==> src/rtl/fp_addsub_seq_if.sv <==
`default_nettype none
// ============================================================================
//  Module   : fp_addsub_seq_if
//  Brief    : Operand/result handshake bundle for the sequential FP add/sub.
//  Revision : 1.0
// ============================================================================
interface fp_addsub_seq_if #(
    parameter int EXPONENT = 8,
    parameter int FRACTION = 23
);
    localparam int WIDTH = 1 + EXPONENT + FRACTION;

    logic             in_valid;
    logic             in_ready;
    logic             op_sub;
    logic [WIDTH-1:0] num_a;
    logic [WIDTH-1:0] num_b;
    logic             out_valid;
    logic             out_ready;
    logic [WIDTH-1:0] result;
    logic [3:0]       flags;

    modport master (
        output in_valid, op_sub, num_a, num_b, out_ready,
        input  in_ready, out_valid, result, flags
    );

    modport slave (
        input  in_valid, op_sub, num_a, num_b, out_ready,
        output in_ready, out_valid, result, flags
    );
endinterface
`default_nettype wire

==> src/rtl/fp_addsub_seq.sv <==
`default_nettype none
// ============================================================================
//  Module   : fp_addsub_seq
//  Brief    : Multi-cycle FP adder/subtractor, RNE rounding, FTZ, status flags.
//  Revision : 1.0
// ============================================================================
module fp_addsub_seq #(
    parameter int EXPONENT = 8,
    parameter int FRACTION = 23
) (
    input  wire logic      clk,
    input  wire logic      rst_n,
    fp_addsub_seq_if.slave io_bus
);
    localparam int WIDTH = 1 + EXPONENT + FRACTION;
    localparam int c_MW  = FRACTION + 1;
    localparam int c_DW  = c_MW + 3;
    localparam int c_EW  = EXPONENT + 1;
    localparam logic [EXPONENT-1:0] c_EXP_ONES = '1;
    localparam logic [c_EW-1:0]     c_EXP_MAX  = {1'b0, c_EXP_ONES};
    localparam logic [WIDTH-1:0]    c_QNAN     = {1'b0, c_EXP_ONES, 1'b1, {(FRACTION-1){1'b0}}};

    typedef enum logic [2:0] {
        ST_IDLE   = 3'd0,
        ST_UNPACK = 3'd1,
        ST_ALIGN  = 3'd2,
        ST_ADD    = 3'd3,
        ST_NORM   = 3'd4,
        ST_ROUND  = 3'd5,
        ST_DONE   = 3'd6
    } state_t;

    state_t r_state, w_state_nxt;

    logic [WIDTH-1:0] r_a, r_b;
    logic             r_sign, r_eff_sub;
    logic [c_EW-1:0]  r_exp;
    logic [c_DW-1:0]  r_mant_l, r_mant_s;
    logic [c_DW:0]    r_sum;
    logic [WIDTH-1:0] r_result;
    logic [3:0]       r_flags;

    // ---------------- unpack / special-value resolution ----------------
    logic                w_sa, w_sb;
    logic [EXPONENT-1:0] w_ea, w_eb;
    logic [FRACTION-1:0] w_fa, w_fb;
    logic w_a_nan, w_b_nan, w_a_snan, w_b_snan, w_a_inf, w_b_inf, w_a_zero, w_b_zero;
    logic             w_special;
    logic [WIDTH-1:0] w_spec_res;
    logic [3:0]       w_spec_flg;

    assign {w_sa, w_ea, w_fa} = r_a;
    assign {w_sb, w_eb, w_fb} = r_b;
    assign w_a_nan  = (w_ea == c_EXP_ONES) && (w_fa != '0);
    assign w_b_nan  = (w_eb == c_EXP_ONES) && (w_fb != '0);
    assign w_a_snan = w_a_nan && !w_fa[FRACTION-1];
    assign w_b_snan = w_b_nan && !w_fb[FRACTION-1];
    assign w_a_inf  = (w_ea == c_EXP_ONES) && (w_fa == '0);
    assign w_b_inf  = (w_eb == c_EXP_ONES) && (w_fb == '0);
    assign w_a_zero = (w_ea == '0);
    assign w_b_zero = (w_eb == '0);

    // r_b already carries the effective sign (op_sub folded in at capture)
    always_comb begin
        w_special  = 1'b1;
        w_spec_res = '0;
        w_spec_flg = '0;
        if (w_a_nan || w_b_nan) begin
            w_spec_res = c_QNAN;
            w_spec_flg = {(w_a_snan || w_b_snan), 3'b000};
        end else if (w_a_inf && w_b_inf) begin
            if (w_sa != w_sb) begin
                w_spec_res = c_QNAN;
                w_spec_flg = 4'b1000;
            end else begin
                w_spec_res = r_a;
            end
        end else if (w_a_inf) begin
            w_spec_res = r_a;
        end else if (w_b_inf) begin
            w_spec_res = r_b;
        end else if (w_a_zero && w_b_zero) begin
            w_spec_res = {(w_sa && w_sb), {(WIDTH-1){1'b0}}};
        end else if (w_a_zero) begin
            w_spec_res = r_b;
        end else if (w_b_zero) begin
            w_spec_res = r_a;
        end else begin
            w_special = 1'b0;
        end
    end

    // ---------------- alignment ----------------
    logic                w_a_ge_b;
    logic [WIDTH-1:0]    w_l, w_s;
    logic [EXPONENT-1:0] w_diff;
    logic [c_DW-1:0]     w_ext_s, w_shifted, w_lost, w_aligned;

    assign w_a_ge_b  = (r_a[WIDTH-2:0] >= r_b[WIDTH-2:0]);
    assign w_l       = w_a_ge_b ? r_a : r_b;
    assign w_s       = w_a_ge_b ? r_b : r_a;
    assign w_diff    = w_l[WIDTH-2:FRACTION] - w_s[WIDTH-2:FRACTION];
    assign w_ext_s   = {1'b1, w_s[FRACTION-1:0], 3'b000};
    // Oversized shifts yield zero data and a full lost-mask, i.e. sticky only
    assign w_shifted = w_ext_s >> w_diff;
    assign w_lost    = w_ext_s & ~({c_DW{1'b1}} << w_diff);
    assign w_aligned = {w_shifted[c_DW-1:1], w_shifted[0] | (|w_lost)};

    // ---------------- normalise decisions ----------------
    logic w_norm_carry, w_sum_zero, w_norm_shift;
    assign w_norm_carry = r_sum[c_DW];
    assign w_sum_zero   = (r_sum == '0);
    assign w_norm_shift = !r_sum[c_DW-1] && (r_exp > c_EW'(1));

    // ---------------- rounding (RNE) ----------------
    logic [c_MW-1:0]     w_mant;
    logic                w_g, w_rnd_up, w_inexact;
    logic [c_MW:0]       w_mant_rnd;
    logic [c_EW-1:0]     w_exp_rnd;
    logic [FRACTION-1:0] w_frac_rnd;

    assign w_mant     = r_sum[c_DW-1:3];
    assign w_g        = r_sum[2];
    assign w_inexact  = |r_sum[2:0];
    assign w_rnd_up   = w_g && (r_sum[1] || r_sum[0] || w_mant[0]);
    assign w_mant_rnd = {1'b0, w_mant} + {{c_MW{1'b0}}, w_rnd_up};
    assign w_exp_rnd  = r_exp + {{EXPONENT{1'b0}}, w_mant_rnd[c_MW]};
    assign w_frac_rnd = w_mant_rnd[c_MW] ? w_mant_rnd[FRACTION:1] : w_mant_rnd[FRACTION-1:0];

    // ---------------- FSM ----------------
    always_ff @(posedge clk or negedge rst_n) begin
        if (!rst_n) r_state <= ST_IDLE;
        else        r_state <= w_state_nxt;
    end

    always_comb begin
        w_state_nxt = r_state;
        case (r_state)
            ST_IDLE:   if (io_bus.in_valid) w_state_nxt = ST_UNPACK;
            ST_UNPACK: w_state_nxt = w_special ? ST_DONE : ST_ALIGN;
            ST_ALIGN:  w_state_nxt = ST_ADD;
            ST_ADD:    w_state_nxt = ST_NORM;
            ST_NORM: begin
                if (w_norm_carry)      w_state_nxt = ST_ROUND;
                else if (w_sum_zero)   w_state_nxt = ST_DONE;
                else if (w_norm_shift) w_state_nxt = ST_NORM;
                else                   w_state_nxt = ST_ROUND;
            end
            ST_ROUND:  w_state_nxt = ST_DONE;
            ST_DONE:   if (io_bus.out_ready) w_state_nxt = ST_IDLE;
            default:   w_state_nxt = ST_IDLE;
        endcase
    end

    // ---------------- datapath ----------------
    always_ff @(posedge clk or negedge rst_n) begin
        if (!rst_n) begin
            r_a       <= '0;
            r_b       <= '0;
            r_sign    <= 1'b0;
            r_eff_sub <= 1'b0;
            r_exp     <= '0;
            r_mant_l  <= '0;
            r_mant_s  <= '0;
            r_sum     <= '0;
            r_result  <= '0;
            r_flags   <= '0;
        end else begin
            case (r_state)
                ST_IDLE: begin
                    if (io_bus.in_valid) begin
                        r_a <= io_bus.num_a;
                        r_b <= {io_bus.num_b[WIDTH-1] ^ io_bus.op_sub, io_bus.num_b[WIDTH-2:0]};
                    end
                end
                ST_UNPACK: begin
                    if (w_special) begin
                        r_result <= w_spec_res;
                        r_flags  <= w_spec_flg;
                    end
                end
                ST_ALIGN: begin
                    r_sign    <= w_l[WIDTH-1];
                    r_eff_sub <= w_l[WIDTH-1] ^ w_s[WIDTH-1];
                    r_exp     <= {1'b0, w_l[WIDTH-2:FRACTION]};
                    r_mant_l  <= {1'b1, w_l[FRACTION-1:0], 3'b000};
                    r_mant_s  <= w_aligned;
                end
                ST_ADD: begin
                    r_sum <= r_eff_sub ? ({1'b0, r_mant_l} - {1'b0, r_mant_s})
                                       : ({1'b0, r_mant_l} + {1'b0, r_mant_s});
                end
                ST_NORM: begin
                    if (w_norm_carry) begin
                        r_sum <= {1'b0, r_sum[c_DW:2], r_sum[1] | r_sum[0]};
                        r_exp <= r_exp + c_EW'(1);
                    end else if (w_sum_zero) begin
                        r_result <= '0;
                        r_flags  <= '0;
                    end else if (w_norm_shift) begin
                        r_sum <= {r_sum[c_DW-1:0], 1'b0};
                        r_exp <= r_exp - c_EW'(1);
                    end
                end
                ST_ROUND: begin
                    if (!r_sum[c_DW-1]) begin
                        r_result <= {r_sign, {(WIDTH-1){1'b0}}};
                        r_flags  <= 4'b0011;
                    end else if (w_exp_rnd >= c_EXP_MAX) begin
                        r_result <= {r_sign, c_EXP_ONES, {FRACTION{1'b0}}};
                        r_flags  <= 4'b0101;
                    end else begin
                        r_result <= {r_sign, w_exp_rnd[EXPONENT-1:0], w_frac_rnd};
                        r_flags  <= {3'b000, w_inexact};
                    end
                end
                default: ;
            endcase
        end
    end

    assign io_bus.in_ready  = (r_state == ST_IDLE);
    assign io_bus.out_valid = (r_state == ST_DONE);
    assign io_bus.result    = r_result;
    assign io_bus.flags     = r_flags;
endmodule
`default_nettype wire

==> src/flat_wrapper.sv <==
// flat-port wrapper written by rule: the top's interface ports become plain ports
module fp_addsub_seq_flat 
#(
    parameter int EXPONENT = 8,
    parameter int FRACTION = 23
)
  (clk, rst_n, io_bus_in_valid, io_bus_op_sub, io_bus_num_a, io_bus_num_b, io_bus_out_ready, io_bus_in_ready, io_bus_out_valid, io_bus_result, io_bus_flags);
  fp_addsub_seq_if #(.EXPONENT(EXPONENT), .FRACTION(FRACTION)) io_bus_i ();
  input  wire logic clk;
  input  wire logic rst_n;
  input wire logic [$bits(io_bus_i.in_valid)-1:0] io_bus_in_valid;
  input wire logic [$bits(io_bus_i.op_sub)-1:0] io_bus_op_sub;
  input wire logic [$bits(io_bus_i.num_a)-1:0] io_bus_num_a;
  input wire logic [$bits(io_bus_i.num_b)-1:0] io_bus_num_b;
  input wire logic [$bits(io_bus_i.out_ready)-1:0] io_bus_out_ready;
  output wire logic [$bits(io_bus_i.in_ready)-1:0] io_bus_in_ready;
  output wire logic [$bits(io_bus_i.out_valid)-1:0] io_bus_out_valid;
  output wire logic [$bits(io_bus_i.result)-1:0] io_bus_result;
  output wire logic [$bits(io_bus_i.flags)-1:0] io_bus_flags;
  assign io_bus_i.in_valid = io_bus_in_valid;
  assign io_bus_i.op_sub = io_bus_op_sub;
  assign io_bus_i.num_a = io_bus_num_a;
  assign io_bus_i.num_b = io_bus_num_b;
  assign io_bus_i.out_ready = io_bus_out_ready;
  assign io_bus_in_ready = io_bus_i.in_ready;
  assign io_bus_out_valid = io_bus_i.out_valid;
  assign io_bus_result = io_bus_i.result;
  assign io_bus_flags = io_bus_i.flags;
  fp_addsub_seq #(.EXPONENT(EXPONENT), .FRACTION(FRACTION)) u_core (.clk(clk), .rst_n(rst_n), .io_bus(io_bus_i));
endmodule
==> config.mk <==
export PLATFORM = sky130hd
export DESIGN_NAME = fp_addsub_seq_flat
export DESIGN_NICKNAME = d
export VERILOG_FILES = /design/src/rtl/fp_addsub_seq_if.sv /design/src/rtl/fp_addsub_seq.sv /design/src/flat_wrapper.sv
export SDC_FILE = /design/constraint.sdc
export NUM_CORES = 1
export LEC_CHECK = 0
export BUFFER_PORTS_ARGS = -buffer_cell sky130_fd_sc_hd__buf_4
export CORE_ASPECT_RATIO = 1.2
export CORE_MARGIN = 4
export CORE_UTILIZATION = 50
export DETAILED_ROUTE_END_ITERATION = 8
export GPL_ROUTABILITY_DRIVEN = 1
export HOLD_SLACK_MARGIN = 0.12
export PLACE_DENSITY_LB_ADDON = 0.25
export SLEW_MARGIN = 20
export SYNTH_ARGS = -nofsm -noshare
export SYNTH_HDL_FRONTEND = slang
export SYNTH_SLANG_ARGS = --single-unit
==> constraint.sdc <==
create_clock -name clk -period 7.3 [get_ports clk]
set_input_delay 2.19 -clock clk [delete_from_list [all_inputs] [get_ports clk]]
set_output_delay 2.19 -clock clk [all_outputs]
set_load 0.1 [all_outputs]
* After elaboration in Yosys (flattened, before gate mapping)
Cells that the tools add are included.
** Storage, ports and cells
- Flip-flop bits (word level) :: 193
** Cells by class
- Shift-type cells :: 2
- Add/sub/neg operators :: 7
- Bitwise gates (word level) :: 6
- Eq/ne operators :: 16
- Magnitude comparators :: 3
- Muxes and demuxes :: 49
- Reductions and logical operators :: 36
** Operator list (count)
- $mux W32 :: 13
- $mux W28 :: 4
- $pmux W32 S3 :: 1
- $mux W31 :: 2
- $pmux W28 S2 :: 1
- $logic_not A23 Y1 :: 2
- $reduce_bool A23 Y1 :: 2
- $ge A31 B31 Y1 :: 1
- $add A27 B27 Y28 :: 1
- $logic_not A28 Y1 :: 1
- $mux W4 :: 7
- $sub A27 B27 Y28 :: 1
- $and A27 B27 Y27 :: 1
- $mux W9 :: 3
- $not A27 Y27 :: 1
- $reduce_or A27 Y1 :: 1
- $shl A27 B8 Y27 const A :: 1
- $shr A27 B8 Y27 :: 1
- $add A24 B1 Y25 :: 1
- $mux W23 :: 1
- $pmux W3 S7 :: 1
- $mux W3 :: 6
- $pmux W9 S2 :: 1
- $eq A8 B8 Y1 const B :: 2
- 29 further kinds :: 63

* Longest topological paths before layout
- Depth in word-level cells :: 10
- Gate-level depth with buffers :: 27
- Depth with buffers taken out :: 21

* Worst setup path after synthesis
Ideal clock, no wire load.
- Kind :: register -> register
- Start point :: register u_core.r_b[21]
- End point :: register u_core.r_mant_s[5]
- Path slack :: 1.864 ns
- Setup time :: 0.076 ns
- Path buffers :: 7
- Cell stages (with the launch flop) :: 28
- Arrival time :: 5.360 ns
- Path through :: dfrtp_1 -> inv_1 -> ha_1 -> nand3_1 -> nor2_1 -> nand3_1 -> a2111o_1 -> o21ai_4 -> buf_6 -> buf_6 -> buf_2 -> buf_2 -> buf_1 -> clkbuf_1 -> nand2_1 -> o21a_1 -> ha_1 -> and2_1 -> nand2b_1 -> a21oi_1 -> mux2i_1 -> a22o_1 -> o41ai_2 -> a41oi_1 -> o211a_2 -> or3_4 -> buf_2 -> o21ai_1
** On the way
- Longest elaborated chain between the ends :: 4
** Ends and longest elaborated chain
- start: declaration :: RTL line fp_addsub_seq.sv:35 : logic [WIDTH-1:0] r_a, r_b;
- start signal: assignment :: RTL line fp_addsub_seq.sv:173 : r_b <= {io_bus.num_b[WIDTH-1] ^ io_bus.op_sub, io_bus.num_b[WIDTH-2:0]};
- $ge A31 B31 Y1 :: RTL line fp_addsub_seq.sv:99 : assign w_a_ge_b = (r_a[WIDTH-2:0] >= r_b[WIDTH-2:0]);
- $mux W32, on equally long branches :: RTL line fp_addsub_seq.sv:100, fp_addsub_seq.sv:101
- $sub A8 B8 Y8 :: RTL line fp_addsub_seq.sv:102 : assign w_diff = w_l[WIDTH-2:FRACTION] - w_s[WIDTH-2:FRACTION];
- $shr A27 B8 Y27 (*) :: RTL line fp_addsub_seq.sv:105 : assign w_shifted = w_ext_s >> w_diff;
- end signal: assignment :: RTL line fp_addsub_seq.sv:187 : r_mant_s <= w_aligned;
- end: declaration :: RTL line fp_addsub_seq.sv:38 : logic [c_DW-1:0] r_mant_l, r_mant_s;
Every way passes the cells marked *; elsewhere a longest branch is shown, timed or not.
A chain may end at the register's enable or synchronous reset.

* Final worst setup path
- Start point :: register u_core.r_b[23]
- End point :: register u_core.r_mant_s[0]
** On the way
- Longest elaborated chain between the ends :: 8
** Ends and longest elaborated chain
- $ge A31 B31 Y1 :: RTL line fp_addsub_seq.sv:99
- $mux W32, on equally long branches :: RTL line fp_addsub_seq.sv:100, fp_addsub_seq.sv:101
- $sub A8 B8 Y8 :: RTL line fp_addsub_seq.sv:102
- $shl A27 B8 Y27 :: RTL line fp_addsub_seq.sv:106 : assign w_lost = w_ext_s & ~({c_DW{1'b1}} << w_diff);
- $not A27 Y27 :: RTL line fp_addsub_seq.sv:106
- $and A27 B27 Y27 :: RTL line fp_addsub_seq.sv:106
- $reduce_or A27 Y1 :: RTL line fp_addsub_seq.sv:107 : assign w_aligned = {w_shifted[c_DW-1:1], w_shifted[0] | (|w_lost)};
- $or A1 B1 Y1 (*) :: RTL line fp_addsub_seq.sv:107
Marked as above.

==> flow_metrics.tcl <==
set metrics [dict create \
    status "finished, final reports clean" \
    worstHoldEndpoint "u_core.io_bus.result[30]" \
    antenna_found_initial 0 \
    critPathMostFrequentCell "nand2_1" \
    worstSetupPathType "register to register" \
    fin_cells 2264 \
    cts_buffer_depth 2 \
    setup_violations 0 \
    rrSetupSlack_ns 1.81 \
    fmax_mhz 182 \
    hp-class "register to register" \
    synth_fp_nets 1998 \
    crit_fanout 35 \
    gp_congestion 0.971 \
    dp.cells 2231 \
    tightest_slew_ns 1.10 \
    clock_sinks 193 \
    initial_core_util 0.506 \
    ys_seq_area_frac 0.322 \
    synthAdderAreaFrac 0.0748 \
    io_buffers 106 \
    period_minus_slack_ns 5.49 \
    synth-compound-area-share 0.243 \
    antenna_left 0 \
    io_pins 107 \
    r2r_end "u_core.r_mant_s[0]" \
    clk_pin_slew_ns 0.08 \
    min_path_cells 2 \
    worstPathRequired_ns 7.61 \
    path_cells "inv_1 -> ha_1 -> buf_4 -> nand4_1 -> a2111o_1 -> o21ai_4 -> nand2_1 -> o21a_1 -> ha_1 -> inv_2 -> nand2_1 -> a211oi_1 -> a21oi_1 -> nor4_1 -> o22ai_1 -> nor4_1 -> nand2_1 -> a2111oi_2 -> a32oi_1" \
    ys_top_cells_by_area "dfrtp_1 (32%), ha_1 (7.3%), mux2i_1 (5.7%), nand2_1 (5.6%), o21ai_0 (5.5%)" \
    die_w_um 166 \
    routedWlPerCell_um 22.3 \
    rsz0062_at_grt "false" \
    root_buffer "clkbuf_16" \
    min-delay-start "u_core.io_bus.result[30]" \
    grt_pass1_vias 13600 \
    synth.area.mux_share 0.0931 \
    synth_most_common_cell "nand2_1" \
    slew_headroom 0.256 \
    grt_pass1_wl_mm 78.4 \
    worst_ep_arrival_time_ns 5.80 \
    pre_cts_ws_ns 1.90 \
    grt_util_all_layers 0.300 \
    drive_above_1_share 0.125 \
    ff2ff_path_depth 19 \
    worst_path_max_delay_cell "inv_2" \
    synth_top_area_share 0.322 \
    die_h_um 198 \
    synth-simple-area-share 0.176 \
    synth_edf_count 0 \
    vias 14300 \
    cts_tree "built" \
    yosys_warnings 0 \
    postCtsHoldBufs 0 \
    synth_xor_area_frac 0.0333 \
    ys_types 81 \
    fin_ws_ns 1.81 \
    r2r-start "u_core.r_b[23]" \
    ys_seq_elements 193 \
    htreeDepth 4 \
    cts-buffers-inserted 17 \
    rows 69 \
    cp-end-kind "register" \
    viasPerCell 6.33 \
    grt.overflow.total 0 \
    clock_latency_ns 0.46 \
    cp-start-kind "register" \
    maxCapViolations 0 \
    avgSynthCellArea_um2 8.15 \
    max_stage_delay_ns 0.56 \
    hold_violations 0 \
    first_pass_iters 6 \
    post_cts_buffers 0 \
    nets 2019 \
    utilization 0.563 \
    synth_ff_type "dfrtp_1" \
    drc 0 \
    routed_wl_mm 50.4 \
    cts.repair.resized 0 \
    syn_inst 1840 \
    async_flop_share 1.00 \
    dp_hpwl_mm 37.7 \
    synth_top_family_by_area "compound AO/OA/AOI/OAI gates" \
    synthTopCellsByCount "nand2_1 (224), dfrtp_1 (193), o21ai_0 (164)" \
    area_growth_pct 11.1 \
    drt_iter0_markers 1485 \
    skew_ns 0.0103 \
    n_antenna_cell 0 \
    finalMaxSlewViolations 0 \
    yosysTopAreaCell "dfrtp_1" \
    die_area_um2 32800 \
    tns_ns 0 \
    synth_area_um2 15000 \
    core_um2 29600 \
    final.period_utilization 0.752 \
    grt_max_degree 120 \
]
==> worst max-delay path, delay by kind of cell, from the launching register on <==
family,cells,cell delay [ns]
AO/OA/AOI/OAI,8,1.91
AND/OR/NAND/NOR,6,1.10
buffers and inverters,3,1.08
adder cells (fa/ha/maj),2,0.85
flip-flops,1,0.38
==> flip-flops by register name, indices dropped and copies added, names as in the netlist <==
| signal | flops |
|---|---|
| u_core.r_sign | 1 |
| u_core.r_b | 32 |
| u_core.r_exp | 9 |
| u_core.io_bus.result | 32 |
| u_core.r_sum | 28 |
| u_core.r_mant_l | 24 |
| u_core.r_state | 3 |
| u_core.r_eff_sub | 1 |
| u_core.r_a | 32 |
| u_core.r_mant_s | 27 |
| u_core.io_bus.flags | 4 |
==> metal layers <==
metal	vias up	global-route usage	wire length, µm
li1	6663	-	-
met1	6977	0.409	21300
met2	597	0.495	24000
met3	101	0.0385	3320
met4	0	0.110	1780
met5	-	0	0
==> per-stage QoR <==
step	hold slack [ns]	area [µm²]
5_1_grt	0.503	16700
2_1_floorplan	0.450	15000
3_3_place_gp	0.454	16000
3_5_place_dp	0.457	16000
4_1_cts	0.474	16600
6_report	0.471	16700
==> layout make-up <==
cell class | instances | area, µm²
Fill cell | 2717 | 12900
Tap cell | 390 | 488
Inverter | 92 | 345
Clock inverter | 13 | 200
Multi-Input combinational cell | 1427 | 9330
Sequential cell | 193 | 4830
Timing Repair Buffer | 130 | 1010
Clock buffer | 19 | 453
==> placed cells by master (no fill, tap or decap), types with 21 or more instances in the layout <==
cell type	count
o21ai_0	164
nand2_1	224
mux2i_1	86
nand4_1	21
mux2_2	37
o22ai_1	22
ha_1	88
buf_4	127
dfrtp_1	192
o211ai_1	26
nor3_1	34
a21oi_1	157
inv_1	90
nor4_1	23
xnor2_1	30
nor2_1	146
a22oi_1	38
nand3_1	27
xor2_1	27
==> cell families (layout without fill, tap and decap cells) <==
group | count (synthesis) | count (layout)
AOI/OAI and AO/OA | 576 | 576
and+or+nand+nor | 576 | 576
buffers and inverters | 220 | 254
DFF | 193 | 193
muxes | 129 | 129
adders and majority gates | 89 | 89
xor gates and xnor gates | 57 | 57
==> how the worst max path moves through the flow <==
stage                    from            endpoint  slack [ns]  cells past startpoint
2_1_floorplan  u_core.r_b[21]  u_core.r_mant_s[5]        1.86                     27
3_3_place_gp   u_core.r_a[23]  u_core.r_mant_s[0]        1.91                     18
3_5_place_dp   u_core.r_b[23]  u_core.r_mant_s[0]        1.90                     19
4_1_cts        u_core.r_a[23]  u_core.r_mant_s[0]        1.86                     18
5_1_grt        u_core.r_b[23]  u_core.r_mant_s[0]        1.20                     19
6_report       u_core.r_b[23]  u_core.r_mant_s[0]        1.81                     19
Power is not shown: default switching activity piles up to over one toggle a cycle in this logic, so the estimate is an artifact.
